==> config.mk <==
export PLATFORM = sky130hd
export DESIGN_NAME = lcd_panel_rx
export DESIGN_NICKNAME = d
export VERILOG_FILES = /design/src/rtl/lcd_panel_rx.sv
export SDC_FILE = /design/constraint.sdc
export NUM_CORES = 1
export LEC_CHECK = 0
export ABC_AREA = 1
export CAP_MARGIN = 20
export CORE_UTILIZATION = 35
export DETAILED_ROUTE_END_ITERATION = 8
export PLACE_DENSITY = 0.62
export SYNTH_ARGS = -nofsm -noshare
export SYNTH_HDL_FRONTEND = slang
export SYNTH_SLANG_ARGS = --single-unit
==> constraint.sdc <==
create_clock -name clk -period 3.3 [get_ports clk]
set_clock_uncertainty 0.05 [all_clocks]
set_input_delay 0.66 -clock clk [delete_from_list [all_inputs] [get_ports clk]]
set_output_delay 0.66 -clock clk [all_outputs]
set_load 0.01 [all_outputs]
==> src/rtl/lcd_panel_rx.sv <==
// Panel-side HD44780-style bus responder: decodes instructions/data, keeps display state, models busy time.
// Optional read-back (rd_oe/rd_data plus address advance on data reads) is enabled by defining LCD_READ_EN.
module lcd_panel_rx #(
    parameter int CLK_FREQ = 1,
    parameter int CBITS    = 9,
    parameter int DEPTH    = 32,
    parameter int T_PWR    = 400,
    parameter int T_EXEC   = 37,
    parameter int T_CLEAR  = 152
) (
    input  logic       clk,
    input  logic       rst,
    input  logic       e,
    input  logic       rs,
    input  logic       rw,
    input  logic [7:0] lcd_data,
    output logic [7:0] rd_data,
    output logic       rd_oe,
    output logic       busy_flag,
    output logic [6:0] ddram_addr,
    output logic       disp_on,
    output logic       cursor_on,
    output logic       blink_on,
    output logic       inc_dir,
    output logic       shift_en,
    output logic       dl,
    output logic       n_lines,
    output logic       font,
    output logic       wr_strobe,
    output logic [6:0] wr_addr,
    output logic [7:0] wr_data,
    output logic       viol
);
    localparam int AW = $clog2(DEPTH);
    localparam logic [CBITS-1:0] C_PWR   = CBITS'(T_PWR * CLK_FREQ - 1);
    localparam logic [CBITS-1:0] C_EXEC  = CBITS'(T_EXEC * CLK_FREQ - 1);
    localparam logic [CBITS-1:0] C_CLEAR = CBITS'(T_CLEAR * CLK_FREQ - 1);
    localparam logic [CBITS-1:0] C_DEPTH = CBITS'(DEPTH);
    localparam logic [AW-1:0]    A_ONE   = AW'(1);

    typedef enum logic [1:0] {S_PWR, S_IDLE, S_EXEC, S_CLEAR} state_t;

    state_t           r_state, w_state_nxt;
    logic [CBITS-1:0] r_cnt, w_cnt_nxt;
    logic             r_e_d, r_rs, r_rw;
    logic [7:0]       r_dat;
    logic [AW-1:0]    r_addr;
    logic             r_fill;
    logic             r_disp, r_cursor, r_blink, r_inc, r_shift, r_dl, r_n, r_font;
    logic             r_wr_stb, r_viol;
    logic [6:0]       r_wr_addr;
    logic [7:0]       r_wr_data;

    logic          w_commit, w_wr_commit, w_busy, w_accept, w_viol;
    logic          w_go_exec, w_go_clear, w_fill, w_fill_we, w_clear_done;
    logic [AW-1:0] w_addr_step;

    // A transaction commits on the first e=0 cycle following an e=1 cycle.
    assign w_commit     = r_e_d & ~e;
    assign w_wr_commit  = w_commit & ~r_rw;
    assign w_busy       = (r_state != S_IDLE);
    assign w_accept     = w_wr_commit & ~w_busy;
    assign w_viol       = w_wr_commit & w_busy;
    assign w_addr_step  = r_inc ? r_addr + A_ONE : r_addr - A_ONE;
    assign w_fill_we    = (r_state == S_CLEAR) & r_fill & (r_cnt < C_DEPTH);
    assign w_clear_done = (r_state == S_CLEAR) & (r_cnt == C_CLEAR);

    always_comb begin
        w_go_exec  = 1'b0;
        w_go_clear = 1'b0;
        w_fill     = 1'b0;
        if (r_rs) begin
            w_go_exec = 1'b1;
        end else begin
            casez (r_dat)
                8'b1???????, 8'b01??????, 8'b001?????,
                8'b0001????, 8'b00001???, 8'b000001??: w_go_exec = 1'b1;
                8'b0000001?: w_go_clear = 1'b1;
                8'b00000001: begin
                    w_go_clear = 1'b1;
                    w_fill     = 1'b1;
                end
                default: ;
            endcase
        end
    end

    always_comb begin
        w_state_nxt = r_state;
        w_cnt_nxt   = r_cnt + 1'b1;
        case (r_state)
            S_PWR: if (r_cnt == C_PWR) begin
                w_state_nxt = S_IDLE;
                w_cnt_nxt   = '0;
            end
            S_IDLE: begin
                w_cnt_nxt = '0;
                if (w_accept && w_go_exec)  w_state_nxt = S_EXEC;
                if (w_accept && w_go_clear) w_state_nxt = S_CLEAR;
            end
            S_EXEC: if (r_cnt == C_EXEC) begin
                w_state_nxt = S_IDLE;
                w_cnt_nxt   = '0;
            end
            S_CLEAR: if (w_clear_done) begin
                w_state_nxt = S_IDLE;
                w_cnt_nxt   = '0;
            end
            default: begin
                w_state_nxt = S_PWR;
                w_cnt_nxt   = '0;
            end
        endcase
    end

    always_ff @(posedge clk) begin
        if (rst) begin
            r_state <= S_PWR;
            r_cnt   <= '0;
        end else begin
            r_state <= w_state_nxt;
            r_cnt   <= w_cnt_nxt;
        end
    end

    always_ff @(posedge clk) begin
        if (rst) begin
            r_e_d <= 1'b0; r_rs <= 1'b0; r_rw <= 1'b0; r_dat <= '0;
            r_addr <= '0; r_fill <= 1'b0;
            r_disp <= 1'b0; r_cursor <= 1'b0; r_blink <= 1'b0;
            r_inc <= 1'b1; r_shift <= 1'b0;
            r_dl <= 1'b1; r_n <= 1'b0; r_font <= 1'b0;
            r_wr_stb <= 1'b0; r_wr_addr <= '0; r_wr_data <= '0; r_viol <= 1'b0;
        end else begin
            r_e_d    <= e;
            r_viol   <= w_viol;
            r_wr_stb <= 1'b0;
            if (e) begin
                r_rs  <= rs;
                r_rw  <= rw;
                r_dat <= lcd_data;
            end
            if (w_accept) begin
                if (r_rs) begin
                    r_wr_stb  <= 1'b1;
                    r_wr_addr <= 7'(r_addr);
                    r_wr_data <= r_dat;
                    r_addr    <= w_addr_step;
                end else begin
                    casez (r_dat)
                        8'b1???????: r_addr <= r_dat[AW-1:0];
                        8'b01??????: ;
                        8'b001?????: begin
                            r_dl   <= r_dat[4];
                            r_n    <= r_dat[3];
                            r_font <= r_dat[2];
                        end
                        8'b0001????: if (!r_dat[3]) r_addr <= r_dat[2] ? r_addr + A_ONE : r_addr - A_ONE;
                        8'b00001???: begin
                            r_disp   <= r_dat[2];
                            r_cursor <= r_dat[1];
                            r_blink  <= r_dat[0];
                        end
                        8'b000001??: begin
                            r_inc   <= r_dat[1];
                            r_shift <= r_dat[0];
                        end
                        8'b0000001?: r_addr <= '0;
                        default: ;
                    endcase
                    if (w_go_clear) r_fill <= w_fill;
                end
            end
`ifdef LCD_READ_EN
            if (w_commit && r_rw && r_rs) r_addr <= w_addr_step;
`endif
            if (w_fill_we) begin
                r_wr_stb  <= 1'b1;
                r_wr_addr <= 7'(r_cnt[AW-1:0]);
                r_wr_data <= 8'h20;
            end
            if (w_clear_done && r_fill) begin
                r_addr <= '0;
                r_inc  <= 1'b1;
                r_fill <= 1'b0;
            end
        end
    end

`ifdef LCD_READ_EN
    logic [7:0] r_mem [DEPTH];
    logic       r_rd_oe;
    logic [7:0] r_rd_data;

    // Gated by rst so a reset during the clear fill leaves memory partly filled.
    always_ff @(posedge clk) begin
        if (!rst) begin
            if (w_accept && r_rs) r_mem[r_addr] <= r_dat;
            else if (w_fill_we)   r_mem[r_cnt[AW-1:0]] <= 8'h20;
        end
    end

    always_ff @(posedge clk) begin
        if (rst) begin
            r_rd_oe   <= 1'b0;
            r_rd_data <= '0;
        end else begin
            r_rd_oe   <= e & rw;
            r_rd_data <= (e & rw) ? (rs ? r_mem[r_addr] : {w_busy, 7'(r_addr)}) : 8'h00;
        end
    end

    assign rd_oe   = r_rd_oe;
    assign rd_data = r_rd_data;
`else
    assign rd_oe   = 1'b0;
    assign rd_data = 8'h00;
`endif

    assign busy_flag  = w_busy;
    assign ddram_addr = 7'(r_addr);
    assign disp_on    = r_disp;
    assign cursor_on  = r_cursor;
    assign blink_on   = r_blink;
    assign inc_dir    = r_inc;
    assign shift_en   = r_shift;
    assign dl         = r_dl;
    assign n_lines    = r_n;
    assign font       = r_font;
    assign wr_strobe  = r_wr_stb;
    assign wr_addr    = r_wr_addr;
    assign wr_data    = r_wr_data;
    assign viol       = r_viol;
endmodule

* Yosys cells after proc, flatten, opt, wreduce, memory -nomap -nowiden
Index checks and enable logic that the tools add are counted.
Word-level totals: output and inout bits 42, register bits after elaboration 51
Cells by class: magnitude comparators 1, muxes and demuxes 29, equal/unequal tests 19, add/subtract/negate cells 3, reductions and logical operators 19, bitwise operators 11
Operators with widths (count):
- $pmux 9 s4 | 1
- $mux 5 | 7
- $mux 9 | 3
- $mux 6 | 3
- $pmux 5 s3 | 1
- $reduce_and 3->1 | 5
- $mux 2 | 5
- $add 9x1->9 const B | 1
- $eq 9x6->1 const B | 1
- $eq 9x8->1 const B | 1
- $eq 9x9->1 const B | 1
- $lt 9x6->1 const B | 1
- $eq 8x1->1 const B | 1
- $mux 1 | 8
- $pmux 2 s4 | 1
- $and 1x1->1 | 7
- $eq 7x1->1 const B | 1
- $eq 6x1->1 const B | 1
- $ne 2x2->1 const B | 3
- $ne 3x3->1 const B | 2
- $reduce_or 2->1 | 3
- $reduce_or 6->1 | 1
- $add 5x1->5 const B | 1
- $eq 5x1->1 const B | 1
- other kinds (13) | 22

* Longest topological paths before layout
Gate-level depths: netlist (run 1).
depth after elaboration 8, depth in mapped cells 12, mapped depth without buffers 12

* Worst setup path after synthesis (run 1)
OpenSTA, ideal clock, no wires.
kind input to register, from input port e, to register r_inc, in the netlist inc_dir, path buffers 0, setup slack 1.618 ns, arrival 1.508 ns, library setup time 0.123 ns, stages 6, cells stage by stage nor2_1 > nand3_4 > nor2_1 > nand4_1 > a21oi_1 > o21ai_0
On the way: cells in the longest elaborated chain, start to end 5
RTL lines:
- start: declaration | RTL line 13 | input logic e,
- $not 1->1 | RTL line 59 | assign w_commit = r_e_d & ~e;
- $and 1x1->1 | RTL line 59
- $and 1x1->1 | RTL line 60 | assign w_wr_commit = w_commit & ~r_rw;
- $and 1x1->1 | RTL line 62 | assign w_accept = w_wr_commit & ~w_busy;
- $reduce_and 3->1 (no source line)
- end signal: assignment | RTL line 165 | r_inc <= r_dat[1];
- end: declaration | RTL line 49 | logic r_disp, r_cursor, r_blink, r_inc, r_shift, r_dl, r_n, r_font;
Every way passes these cells. A chain may end at the register's enable or synchronous reset.

* Worst setup path after layout (run 1)
from input port rst, to register r_addr[2]
On the way: cells in the longest elaborated chain, start to end 1
RTL lines:
- start: declaration | RTL line 12 | input logic rst,
- $reduce_or 2->1 (no source line)
- end signal: assignment | RTL line 148 | r_addr <= w_addr_step;
- end: declaration | RTL line 47 | logic [AW-1:0] r_addr;
Every way passes these cells.

==> summary.md, run 1 <==
| Metric | Value |
|---|---|
| Core area | 7250 um2 |
| Pin count of the biggest net entering global routing | 24 |
| Die X | 88.5 um |
| HPWL Detailed | 4.51 mm |
| Setup crit start kind | input port |
| Crit path to | r_addr[2] |
| Clock root buffer | clkbuf_8 |
| Starting Density | 0.361 |
| Global-route usage over all layers | 0.165 |
| Synthesized area | 2620 um2 |
| Post-synth EDFFs | 0 |
| Critical Path Sink Type | flip-flop |
| Via/cell ratio | 4.70 |
| Global route overflow | 0 |
| Arr. time, crit path | 2.42 ns |
| Crit. Startpoint | rst |
| Crit Path Max Fanout | 23 |
| 1st-iter DRT viols | 114 |
| Crit path kind | in2reg |
| Max-slew violations | 0 |
| Yosys cell types | 29 |
| Resized Gates After CTS | 0 |
| Leakage | 0.00125 uW |
| Fraction of registers with async set/reset | 0 |
| Sequential fraction of the synthesis area | 0.389 |
| Hold Vio Cnt, Final | 0 |
| Worst R2R Start | r_state[1] |
| Layout Nets | 429 |
| Die Area | 7840 um2 |
| Cell area power density | 408 nW/um2 |
| Status | complete, no violations |
| H-tree Lvls | 2 |
| Setup TNS | 0 ns |
| Global-route wire length before repair | 10.2 mm |
| WP data required | 3.49 ns |
| Die Y | 88.5 um |
| Max-cap violations | 0 |
| Area growth syn-to-layout | 20.0% |
| Syn Inst Count | 375 |
| Vias in the first global route | 2206 |
| Drt drc | 0 |
| Seq cells post-synth | 51 |
| Routed Wire Length | 5.96 mm |
| Antenna-violating nets left | 0 |
| Antenna diode instance count | 0 |
| Number of buffers added on ports | 41 |
| Layout cells sized above 1 | 0.0678 |
| Syn Area/Cell | 6.99 um2 |
| Clock Pin Slew Worst Setup and Hold Paths | 0.09 ns |
| Setup violations, final | 0 |
| Filler cells | 751 |
| Period minus WS final | 2.23 ns |
| Measured slew at the worst slew-check pin | 0.576 ns |
| CTS buffer count | 5 |
| Final Cycle Share | 0.677 |
| R2R Path End | wr_addr[4] |
| Routed len/inst | 11.6 um |
| TritonCTS clock tree | done |
| Ports | 55 |
| HP Class | reg2reg |
| Post-CTS Setup Bufs | 0 |
| Cts hold-fix bufs | 0 |
| Via count | 2405 |
| Main synth FF type | dfxtp_1 |
| Peak Freq | 448 MHz |
| RSZ-0062 raised after global routing | false |
| Num Clock Sinks | 51 |
| Max clock buf depth | 2 |
| Placer congestion estimate | 0.847 |
| Final hold slack | 0.411 ns |
| Clk_lat worst skew | 0.31 ns |
| R2r setup slk | 1.44 ns |
| First-pass DRT Iterations | 4 |
| Reg2reg path depth | 7 |
| Row Count | 31 |
| Worst rel slew slack | 0.615 |
| Initial antenna violation count | 0 |
| Maximum VDD drop | 0.220 mV |
| Ys Warns | 0 |
==> cells in the mapped netlist, drive strengths merged (5+ instances only) <==
cell	number	area share
a21oi	31	0.059
buf	17	0.046
clkbuf	6	0.0086
dfxtp	51	0.39
inv	40	0.057
nand2	85	0.13
nand3	27	0.058
nand4	7	0.017
nor2	56	0.090
nor3	5	0.018
o211ai	5	0.014
o21ai	24	0.047
xor2	6	0.020
==> cells in the final DEF, fill, tap and decap left out, drive strengths merged <==
master / count
a21oi: 31
a31oi: 3
clkbuf: 5
clkdlybuf4s50: 41
clkinv: 2
clkinvlp: 2
conb: 13
dfxtp: 51
ha: 4
inv: 40
nand2: 85
nand3: 27
nand4: 7
nor2: 56
nor3: 5
nor3b: 2
o211ai: 5
o21ai: 24
or2: 1
xnor2: 3
xor2: 6
==> kinds of logic (layout without fill, tap and decap cells) <==
| group | Yosys count | in the layout | synth area share |
|---|---|---|---|
| AOI/OAI and AO/OA | 63 | 63 | 0.128 |
| xor gates and xnor gates | 9 | 9 | 0.0301 |
| adders and majority gates | 4 | 4 | 0.0191 |
| buffers and inverters | 64 | 90 | 0.114 |
| DFF | 51 | 51 | 0.389 |
| other | 1 | 13 | 0.00143 |
| and+or+nand+nor | 183 | 183 | 0.318 |
==> report_power, final <==
group / internal (uW) / switching [uW] / leakage (uW)
clock: 148 / 220 / 0.0000402
combinational: 87.5 / 142 / 0.000793
sequential: 649 / 38.5 / 0.000415
==> sequential cells by signal, indices dropped and copies added, names as in the netlist, 2 cells and up <==
register	cells
r_cnt	9
r_dat	8
wr_data	8
r_addr	5
wr_addr	5
r_state	2
==> metal layers <==
metal  wire length [um]  part of all wire  GRT usage  vias to the layer above
met5                  0                 0          0                        -
met4                 57            0.0096     0.0425                        0
met3                170             0.029     0.0289                        4
met2               2660              0.45      0.257                       44
met1               3070              0.52      0.237                     1098
li1                   -                 -          -                     1259
==> critical path, cell delays in order <==
cell             delay (ns)
clkdlybuf4s50_1        0.58
inv_1                  0.52
o21ai_0                0.28
inv_1                  0.19
o21ai_0                0.11
nor2_1                 0.09
==> cell type report <==
| class | instances | area [um2] | share of cell area |
|---|---|---|---|
| clock buffers | 5 | 68.8 | 0.0219 |
| clock inverters | 3 | 20.0 | 0.00636 |
| inverters | 41 | 155 | 0.0493 |
| multi-input cells | 272 | 1350 | 0.428 |
| flip-flops and latches | 51 | 1020 | 0.324 |
| well taps | 99 | 124 | 0.0394 |
| repair buffers | 41 | 410 | 0.130 |
==> metrics by stage <==
| stage | setup slack [ns] | total power, uW | std cells | util | instance area (um2) |
|---|---|---|---|---|---|
| finish | 1.07 | 1290 | 512 | 0.434 | 3150 |
| global route | 0.824 | 1360 | 512 | 0.434 | 3150 |
| detailed placement | 0.751 | 933 | 504 | 0.422 | 3060 |
| floorplan | 1.62 | 873 | 387 | - | 2670 |
| CTS | 1.06 | 1290 | 512 | 0.434 | 3150 |
| global placement | 0.802 | 928 | 504 | 0.422 | 3060 |
==> how the worst min path moves through the flow <==
stage / start / endpoint / slack [ns] / cells after the start
after global placement: r_cnt[0] / r_cnt[0] / 0.38 / 1
after global routing: wr_data[6] / wr_data[6] / 0.44 / 2
after CTS: r_cnt[0] / r_cnt[0] / 0.41 / 1
after floorplan: r_cnt[0] / r_cnt[0] / 0.37 / 1
final: r_cnt[0] / r_cnt[0] / 0.41 / 1
after detailed placement: r_cnt[0] / r_cnt[0] / 0.39 / 1
No activity file was read; power rests on OpenSTA's default activity.
==> run 2: changes to the inputs <==
- PLACE_DENSITY: 0.62 -> 0.65
- clock period: 3.3 -> 1.9 ns (I/O delays scaled with it)
==> run 2 against run 1 <==
Critical path depth decreased by 4. Non-clock buffer count increased by 14. Highest routed layer unchanged. Core utilization increased by 1.4 points. Critical endpoint is now ddram_addr[1]. Largest power group unchanged.
==> summary.md, run 2 (synthesized netlist as in run 1, its figures left out) <==
| Metric | Value |
|---|---|
| Arr. time, crit path | 1.35 ns |
| Measured slew at the worst slew-check pin | 0.521 ns |
| Hold Vio Cnt, Final | 0 |
| Combinational Power Share | 0.189 |
| Crit Path Max Fanout | 6 |
| Via/cell ratio | 4.72 |
| Slowest CP cell | clkdlybuf4s50_1 |
| Starting Density | 0.361 |
| RSZ-0062 raised after global routing | false |
| Delay-heaviest family, CP | buffers and inverters |
| Worst rel slew slack | 0.652 |
| Routed len/inst | 11.6 um |
| Peak Freq | 561 MHz |
| Core area | 7250 um2 |
| Setup violations, final | 0 |
| Non-Filler Instances | 525 |
| Pin count of the biggest net entering global routing | 21 |
| Global-route usage over all layers | 0.165 |
| Die Area | 7840 um2 |
| Maximum VDD drop | 0.325 mV |
| Pint | 1550 uW |
| Clk_lat worst skew | 0.31 ns |
| First-pass DRT Iterations | 4 |
| H-tree Lvls | 2 |
| WP data required | 1.47 ns |
| Global-route wire length before repair | 9.96 mm |
| 1st-iter DRT viols | 139 |
| Clock Pin Slew Worst Setup and Hold Paths | 0.10 ns |
| R2r setup slk | 0.26 ns |
| Layout cells sized above 1 | 0.103 |
| Die X | 88.5 um |
| Placer congestion estimate | 0.875 |
| Max clock buf depth | 2 |
| Num Clock Sinks | 51 |
| Antenna diode instance count | 0 |
| CP cell instances | buf_4 > clkdlybuf4s50_1 |
| Setup TNS | 0 ns |
| Max-slew violations | 0 |
| Critical Path Sink Type | primary output |
| Cts hold-fix bufs | 0 |
| Period minus WS final | 1.78 ns |
| WP buf/inv | 2 |
| Clock root buffer | clkbuf_8 |
| Grt met2 use | 0.281 |
| Routed Wire Length | 6.10 mm |
| P_sw | 690 uW |
| HPWL Detailed | 4.68 mm |
| Initial antenna violation count | 0 |
| Die Y | 88.5 um |
| Setup crit start kind | flip-flop |
| TritonCTS clock tree | done |
| Final Cycle Share | 0.938 |
| Crit path kind | reg2out |
| Ports | 55 |
| Switch share | 0.308 |
| HP Class | reg2reg |
| Leakage | 0.00132 uW |
| CP peak stage delay | 0.54 ns |
| CTS buffer count | 5 |
| Most used routing layer in global routing | met2 |
| Proportion of power drawn by flip-flops and latches | 0.532 |
| Global route overflow | 0 |
| Met3 usage | 0.0345 |
| Most common cell after layout, fill and taps aside | nand2_1 |
| Final Util | 0.448 |
| Status | complete, no violations |
| Number of flip-flops under the largest register name | 9 |
| Cells after DPL | 518 |
| Area growth syn-to-layout | 24.1% |
| Drt drc | 0 |
| Vias in the first global route | 2190 |
| Grt met1 use | 0.211 |
| Row Count | 31 |
| Cell area power density | 688 nW/um2 |
| Layout Nets | 443 |
| Highest-count cells in the layout ignoring fill and taps | 83 x nand2_1, 52 x nor2_1, 48 x dfxtp_1 |
| Top reg by flops | r_cnt |
| Number of buffers added on ports | 41 |
| Max-cap violations | 0 |
| Clock share of power | 0.278 |
| Antenna-violating nets left | 0 |
| Via count | 2480 |
-- run 2: cell count changes in the layout (fill, tap and decap cells not counted) --
cell             before  now
clkinv_4              0    1
clkinvlp_4            2    0
clkdlybuf4s50_1      41   40
dlymetal6s2s_1        0    1
dfxtp_2               0    3
buf_4                 0   14
o21ai_0              23   22
o21ai_1               0    1
dfxtp_1              51   48
-- run 2: metrics by stage --
step                      total power [uW]  setup WS (ns)  hold WS [ns]  instance area (um2)
after CTS                             2260       -0.00440         0.417                 3250
final                                 2240          0.117         0.410                 3250
after detailed placement              1640        -0.0563         0.396                 3160
after global placement                1630         0.0206         0.384                 3160
after global routing                  2360         0.0618         0.432                 3250
after floorplan                       1520          0.251         0.367                 2670
-- run 2: power groups by stage --
stage / clock [uW] / combinational [uW] / sequential, uW
after CTS: 645 / 426 / 1190
after global routing: 683 / 480 / 1200
after detailed placement: 0 / 423 / 1210
after floorplan: 0 / 317 / 1200
final: 623 / 424 / 1190
after global placement: 0 / 420 / 1210
-- run 2: worst paths after layout --
check                               start  depth (start not counted)            end
worst min-delay path             r_cnt[0]                          1       r_cnt[0]
worst max register to register   r_cnt[0]                          8       r_cnt[4]
worst max-delay path            r_addr[1]                          2  ddram_addr[1]
worst min register to register   r_cnt[0]                          1       r_cnt[0]
-- run 2: repair_timing --
item / 4_1_cts / 5_1_grt
setup buffers: 0 / 0
setup endpoints to repair: 2 / 3
gates resized for setup: 2 / 3
-- run 2: final cells by class --
| type | instances | area [um2] |
|---|---|---|
| fill | 769 | 4000 |
| multi-input combinational | 272 | 1350 |
| clock buffer | 5 | 68.8 |
| tap | 99 | 124 |
| sequential | 51 | 1020 |
| clock inverter | 2 | 13.8 |
| timing repair buffer | 55 | 518 |
| inverter | 41 | 155 |
-- run 2: layer usage --
metal | vias to the layer above | wire length [um]
met5 | - | 0
li1 | 1282 | -
met1 | 1148 | 2920
met4 | 0 | 70
met3 | 5 | 243
met2 | 45 | 2860
==> edit 1 (flow settings as in run 2) <==
The output `viol` loses its register stage (`r_viol` becomes a continuous assignment).
--- a/src/rtl/lcd_panel_rx.sv
+++ b/src/rtl/lcd_panel_rx.sv
@@ -130,10 +130,9 @@
             r_disp <= 1'b0; r_cursor <= 1'b0; r_blink <= 1'b0;
             r_inc <= 1'b1; r_shift <= 1'b0;
             r_dl <= 1'b1; r_n <= 1'b0; r_font <= 1'b0;
-            r_wr_stb <= 1'b0; r_wr_addr <= '0; r_wr_data <= '0; r_viol <= 1'b0;
+            r_wr_stb <= 1'b0; r_wr_addr <= '0; r_wr_data <= '0; 
         end else begin
             r_e_d    <= e;
-            r_viol   <= w_viol;
             r_wr_stb <= 1'b0;
             if (e) begin
                 r_rs  <= rs;
@@ -187,6 +186,8 @@
         end
     end
 
+    assign r_viol = w_viol;
+
 `ifdef LCD_READ_EN
     logic [7:0] r_mem [DEPTH];
     logic       r_rd_oe;
Function: changed (a bounded check fails within 4 cycles, from zero or initial values and one cycle with rst high).
==> edit 1 against run 2 <==
Critical path type is now in2out; setup slack got worse by 30 ps; global-route usage grew 0.13 points; wire length fell by 1.4%; synthesized area is 1.1% lower; cell area down 1.2%; largest cell class unchanged; highest routed layer unchanged; via count down 1.0%; sequential cell count shrank 1.
Power is not compared: it rests on default switching activity, and its combinational part moved more than twofold at a synthesized area within 25%.
==> edit 1: results (changes against run 2) <==
Outcome:
- The flow ran to the end, and the final reports show no timing, DRC or antenna violations.

Finish:
- The share of final-layout standard cells stronger than drive strength 1 is 10.90% (+0.57 points).
- The diode insertion count for antenna repair is 0 (unchanged).
- The register name with the most flops is r_cnt.
- The count of filler cells inserted in the layout is 740 (-3.8%).
- The post-layout net count is 439 (-0.90%).
- The flip-flop count of the largest register, all copies and words added is 9 (unchanged).

Global route:
- The total global-route track usage is 16.63% (+0.13 points).
- The maximum number of pins on one net before global-route repair is 21 (unchanged).
- The global-route wire length before repair is 10,090 um (+1.4%).
- The via count of the first global-routing pass is 2,192 (+0.091%).
- The number of antenna violations at the first check in global routing is 0 (unchanged).

Synthesis:
- Sorting the synthesized cells by area gives the leading types as dfxtp_1 39%, nand2_1 9.4%, a21oi_1 7.3%, nor2_1 7.0%, o21ai_0 6.0%.
- The number of warning messages in the yosys log is 0 (unchanged).
- The number of library cell types mapped by synthesis is 30 (+3.4%).
- The primary flip-flop cell chosen by synthesis mapping is dfxtp_1.
- The proportion of synthesized flip-flops having asynchronous set or reset is 0% (unchanged).
- The post-synthesis sequential area ratio was 38.63% (-0.32 points).
- Ranked by instance count, the synthesized netlist is headed by 65 x nand2_1, 50 x dfxtp_1, 48 x nor2_1.

Flow run:
- The number of max-cap violations is 0 (unchanged).

Place:
- The half-perimeter wire length after placement is 4438 um (-5.2%).
- The worst slack after detailed placement is -180.2 ps (-123.9 ps).
- The final weighted congestion in routability-driven placement is 0.8420 (-3.7%).
- The total of buffers placed on input and output ports is 41 (unchanged).

Setup path:
- The worst register-to-register path begins at r_addr[0].
- The start point of the critical path is e.
- The critical-path maximum fanout was 2 (-4).
- The largest incremental delay on the critical path is 420 ps (-120 ps).
- For this design, the slowest cell found on the critical path is clkdlybuf4s50_1.
- STA classifies the critical path startpoint as a primary input.
- The data arrival time of the critical path is 1380 ps (+30 ps).

CTS:
- The post-CTS clock slew at the launch and capture registers of the worst setup and hold paths is 80 ps (-20 ps).
- The number of H-tree branching levels came to 2 (unchanged).
- The CTS buffer count was 5 (unchanged).
- In this run the clock root is driven by a clkbuf_8.
- The clock reaches the later pin of the worst-skew pair after ~300 ps.
- The number of buffers between clock root and the deepest sink is 2 (unchanged).

Route:
- The detailed-router iteration count before antenna repair is 4 (unchanged).
- The final antenna-violating net count is 0 (unchanged).
- The total via count after detailed routing was 2,455 (-1.0%).
- The routed wire length is 6011 um (-1.4%).
- The DRC violation total after the first TritonRoute iteration was 126 (-9.4%).

Pwr:
- The internal power is 1.393 mW.
- The worst-case IR drop observed on VDD is about 330 uV.
- Summed over all cells, the static leakage comes to around 1.3 nW.

Hold path:
- In this run the most critical hold path is launched from wr_addr[1].
- The worst hold path belongs to the class reg2reg.
==> edit 1: final timing paths <==
| kind | endpoint | slack (ps) | cells after the start |
|---|---|---|---|
| hold reg to reg | wr_addr[1] | 420 | 2 |
| setup reg to reg | r_addr[1] | 150 | 7 |
| hold / removal | wr_addr[1] | 420 | 2 |
| setup / recovery | viol | 90 | 5 |
==> edit 1: through the flow <==
stage                     std cells  instance area (um2)  power, mW  TNS [ps]
final                           521                 3214      1.879         0
after global routing            521                 3214      1.965         0
after CTS                       518                 3183      1.895         0
after detailed placement        511                 3102      1.308    -628.6
after global placement          511                 3102      1.306    -249.0
after floorplan                 383                 2636      1.257         0
==> edit 1: area by class of cell <==
| cell class | instances | area share [%] |
|---|---|---|
| multi-input combinational | 268 | 41.38 |
| clock buffer | 6 | 2.258 |
| tap | 99 | 3.854 |
| clock inverter | 1 | 0.2336 |
| timing repair buffer | 54 | 15.84 |
| inverter | 43 | 5.099 |
| sequential | 50 | 31.34 |
==> edit 1: power groups by stage <==
stage | registers (mW) | logic, mW | clock network, mW
3_5_place_dp | 1.11 | 0.196 | 0
6_report | 1.09 | 0.197 | 0.596
5_1_grt | 1.09 | 0.223 | 0.653
3_3_place_gp | 1.11 | 0.194 | 0
2_1_floorplan | 1.11 | 0.151 | 0
4_1_cts | 1.09 | 0.196 | 0.611
==> edit 1: layer usage <==
| layer | vias to the layer above | wire length, um | GRT usage, % |
|---|---|---|---|
| li1 | 1275 | - | - |
| met1 | 1117 | 2898 | 21.67 |
| met2 | 57 | 2762 | 27.84 |
| met3 | 6 | 280 | 3.299 |
| met4 | 0 | 69 | 4.985 |
| met5 | - | 0 | 0 |
==> edit 1: critical path, delay by kind of cell <==
kind	cells	cell delay, ps
AND/OR/NAND/NOR	3	330
buffers and inverters	2	680
==> edit 1: timing repair <==
item / 4_1_cts / 5_1_grt
resized for setup: 3 / 4
pin swaps: 0 / 1
setup buffers: 0 / 3
endpoints found under the setup margin: 3 / 11
==> edit 1: logic make-up after synthesis <==
logic type      after synthesis  synth area share, %
compound gates               72                14.24
xor+xnor                      8                2.704
fa+ha+maj                     4                1.932
buf+inv                      65                11.88
flops                        50                38.63
other cells                   1               0.1447
simple gates                171                30.47
==> edit 2 (flow settings as in run 2) <==
Made on the original files. Set the parameter `DEPTH` to 16 (it was 32).
--- a/src/rtl/lcd_panel_rx.sv
+++ b/src/rtl/lcd_panel_rx.sv
@@ -3,7 +3,7 @@
 module lcd_panel_rx #(
     parameter int CLK_FREQ = 1,
     parameter int CBITS    = 9,
-    parameter int DEPTH    = 32,
+    parameter int DEPTH    = 16,
     parameter int T_PWR    = 400,
     parameter int T_EXEC   = 37,
     parameter int T_CLEAR  = 152
Behaviour: no difference found for any inputs over 10 cycles, from zero or initial values and one cycle with rst high; that may be too few to reach the edited logic, so the function may still have changed.
==> edit 2 against run 2 <==
Sequential share of layout area grew 0.79 points; setup slack worse by 43 ps; wire length down 10%; sequential cell count decreased by 2; cell area shrank 6.5%; synthesized cell count is 7.5% lower; synthesized area down 6.3%; critical path type unchanged; critical endpoint is now busy_flag; largest cell class unchanged; highest routed layer unchanged.
Power is not compared: it rests on default switching activity, and its combinational part moved more than twofold at a synthesized area within 25%.
==> edit 2: results (changes against run 2) <==
Outcome:
- The run finished with clean final reports.

Hold path:
- The cell depth of the worst hold path was 2 (+1).
- The worst hold path terminates at shift_en.
- The startpoint of the tightest hold check path is shift_en.

Place:
- The post-detailed-placement cell area is 0.002930 mm2 (-7.4%).
- The half-perimeter wire length after placement is 4082 um (-13%).
- The placed cell count came to 481 (-7.1%).
- The worst slack after detailed placement is -75.21 ps (-18.91 ps).
- The final weighted congestion in routability-driven placement was 0.8364 (-4.4%).
- The total of buffers placed on input and output ports is 39 (-4.9%).

Finish:
- The share of final-layout standard cells stronger than drive strength 1 was 8.354% (-2.0 points).
- The post-layout net count is 411 (-7.2%).
- The final instance count without filler cells is 491 (-6.5%).
- The count of filler cells inserted in the layout was 732 (-4.8%).

Pwr:
- The switching part of the total is between 20% and 30%.
- For this design the static power due to leakage is 1.248 nW.
- In this run, the clock network consumes 34.8% of the power.
- Power attributed to combinational cells is 179 uW.

CTS:
- The number of instances resized during post-cts repair was 1 (-1).
- The number of setup buffers added after CTS is 0 (unchanged).

Route:
- The routed wire length came to 5490 um (-10%).
- The DRC violation total after the first TritonRoute iteration is 118 (-15%).
- The detailed-router iteration count before antenna repair is 5 (+1).
- The via density per instance is 4.599 (-2.6%).

Timing:
- The worst hold-check slack was 412.4 ps (+2.694 ps).
- The maximum operating frequency is 547.7 MHz (-2.4%).
- The worst relative slew slack is 65.88% (+0.63 points).

Synthesis:
- In the synthesized netlist, the cells that appear most often are 74 x nand2_1, 49 x dfxtp_1, 44 x nor2_1.
- The post-synthesis sequential area ratio is 39.96% (+1.0 points).
- The area share of fa/ha/maj cells after synthesis is 2.039% (+0.13 points).
- The post-synthesis compound-gate area fraction came to 13.05% (+0.26 points).
- The post-synthesis xor/xnor area fraction is 2.854% (-0.15 points).
- The synthesized instance count came to 347 (-7.5%).
- The mux contribution to synthesized area is 0.4077% (+0.41 points).
- The proportion of synthesized flip-flops having asynchronous set or reset is 0% (unchanged).
- The number of library cell types mapped by synthesis is 31 (+6.9%).
- By area the synthesized netlist is led by dfxtp_1 40%, nand2_1 11%, a21oi_1 6.9%, nor2_1 6.7%, inv_1 5.8%.

Setup path:
- The start point of the critical path is r_state[0].
- The reg-to-reg critical path startpoint is r_cnt[0].
- The critical-path maximum fanout is 4 (-2).
- The data arrival time of the critical path is 1400 ps (+50 ps).
- The endpoint of the worst setup timing path is busy_flag.
- The count of cells along the worst register-to-register path is 8 (unchanged).
- The end of the worst register-to-register path is r_cnt[8].

Global route:
- The total global-route track usage is 16.10% (-0.39 points).
- The number of antenna violations at the first check in global routing is 0 (unchanged).
- The via count of the first global-routing pass came to 2,060 (-5.9%).
- The global-route wire length before repair is 9480 um (-4.8%).
==> edit 2: critical path, cell delays in order (launching register included) <==
cell             delay [ps]
dfxtp_2                 370
inv_2                    60
nor2_4                  140
inv_1                    50
clkdlybuf4s50_1         470
==> edit 2: metal layers <==
| layer | GRT usage, % | part of all wire, % | vias to the layer above |
|---|---|---|---|
| li1 | - | - | 1174 |
| met1 | 20.60 | 47 | 1020 |
| met2 | 26.98 | 48 | 55 |
| met3 | 3.369 | 3.7 | 9 |
| met4 | 5.455 | 1.8 | 0 |
| met5 | 0 | 0 | - |
==> edit 2: area by class of cell <==
| class | instances | area [um2] | area share (%) |
|---|---|---|---|
| multi-input cells | 248 | 1220 | 40.12 |
| flip-flops and latches | 49 | 982.2 | 32.30 |
| repair buffers | 50 | 473.0 | 15.56 |
| inverters | 40 | 151.4 | 4.979 |
| well taps | 96 | 120.1 | 3.951 |
| clock buffers | 5 | 68.82 | 2.263 |
| clock inverters | 3 | 25.02 | 0.8230 |
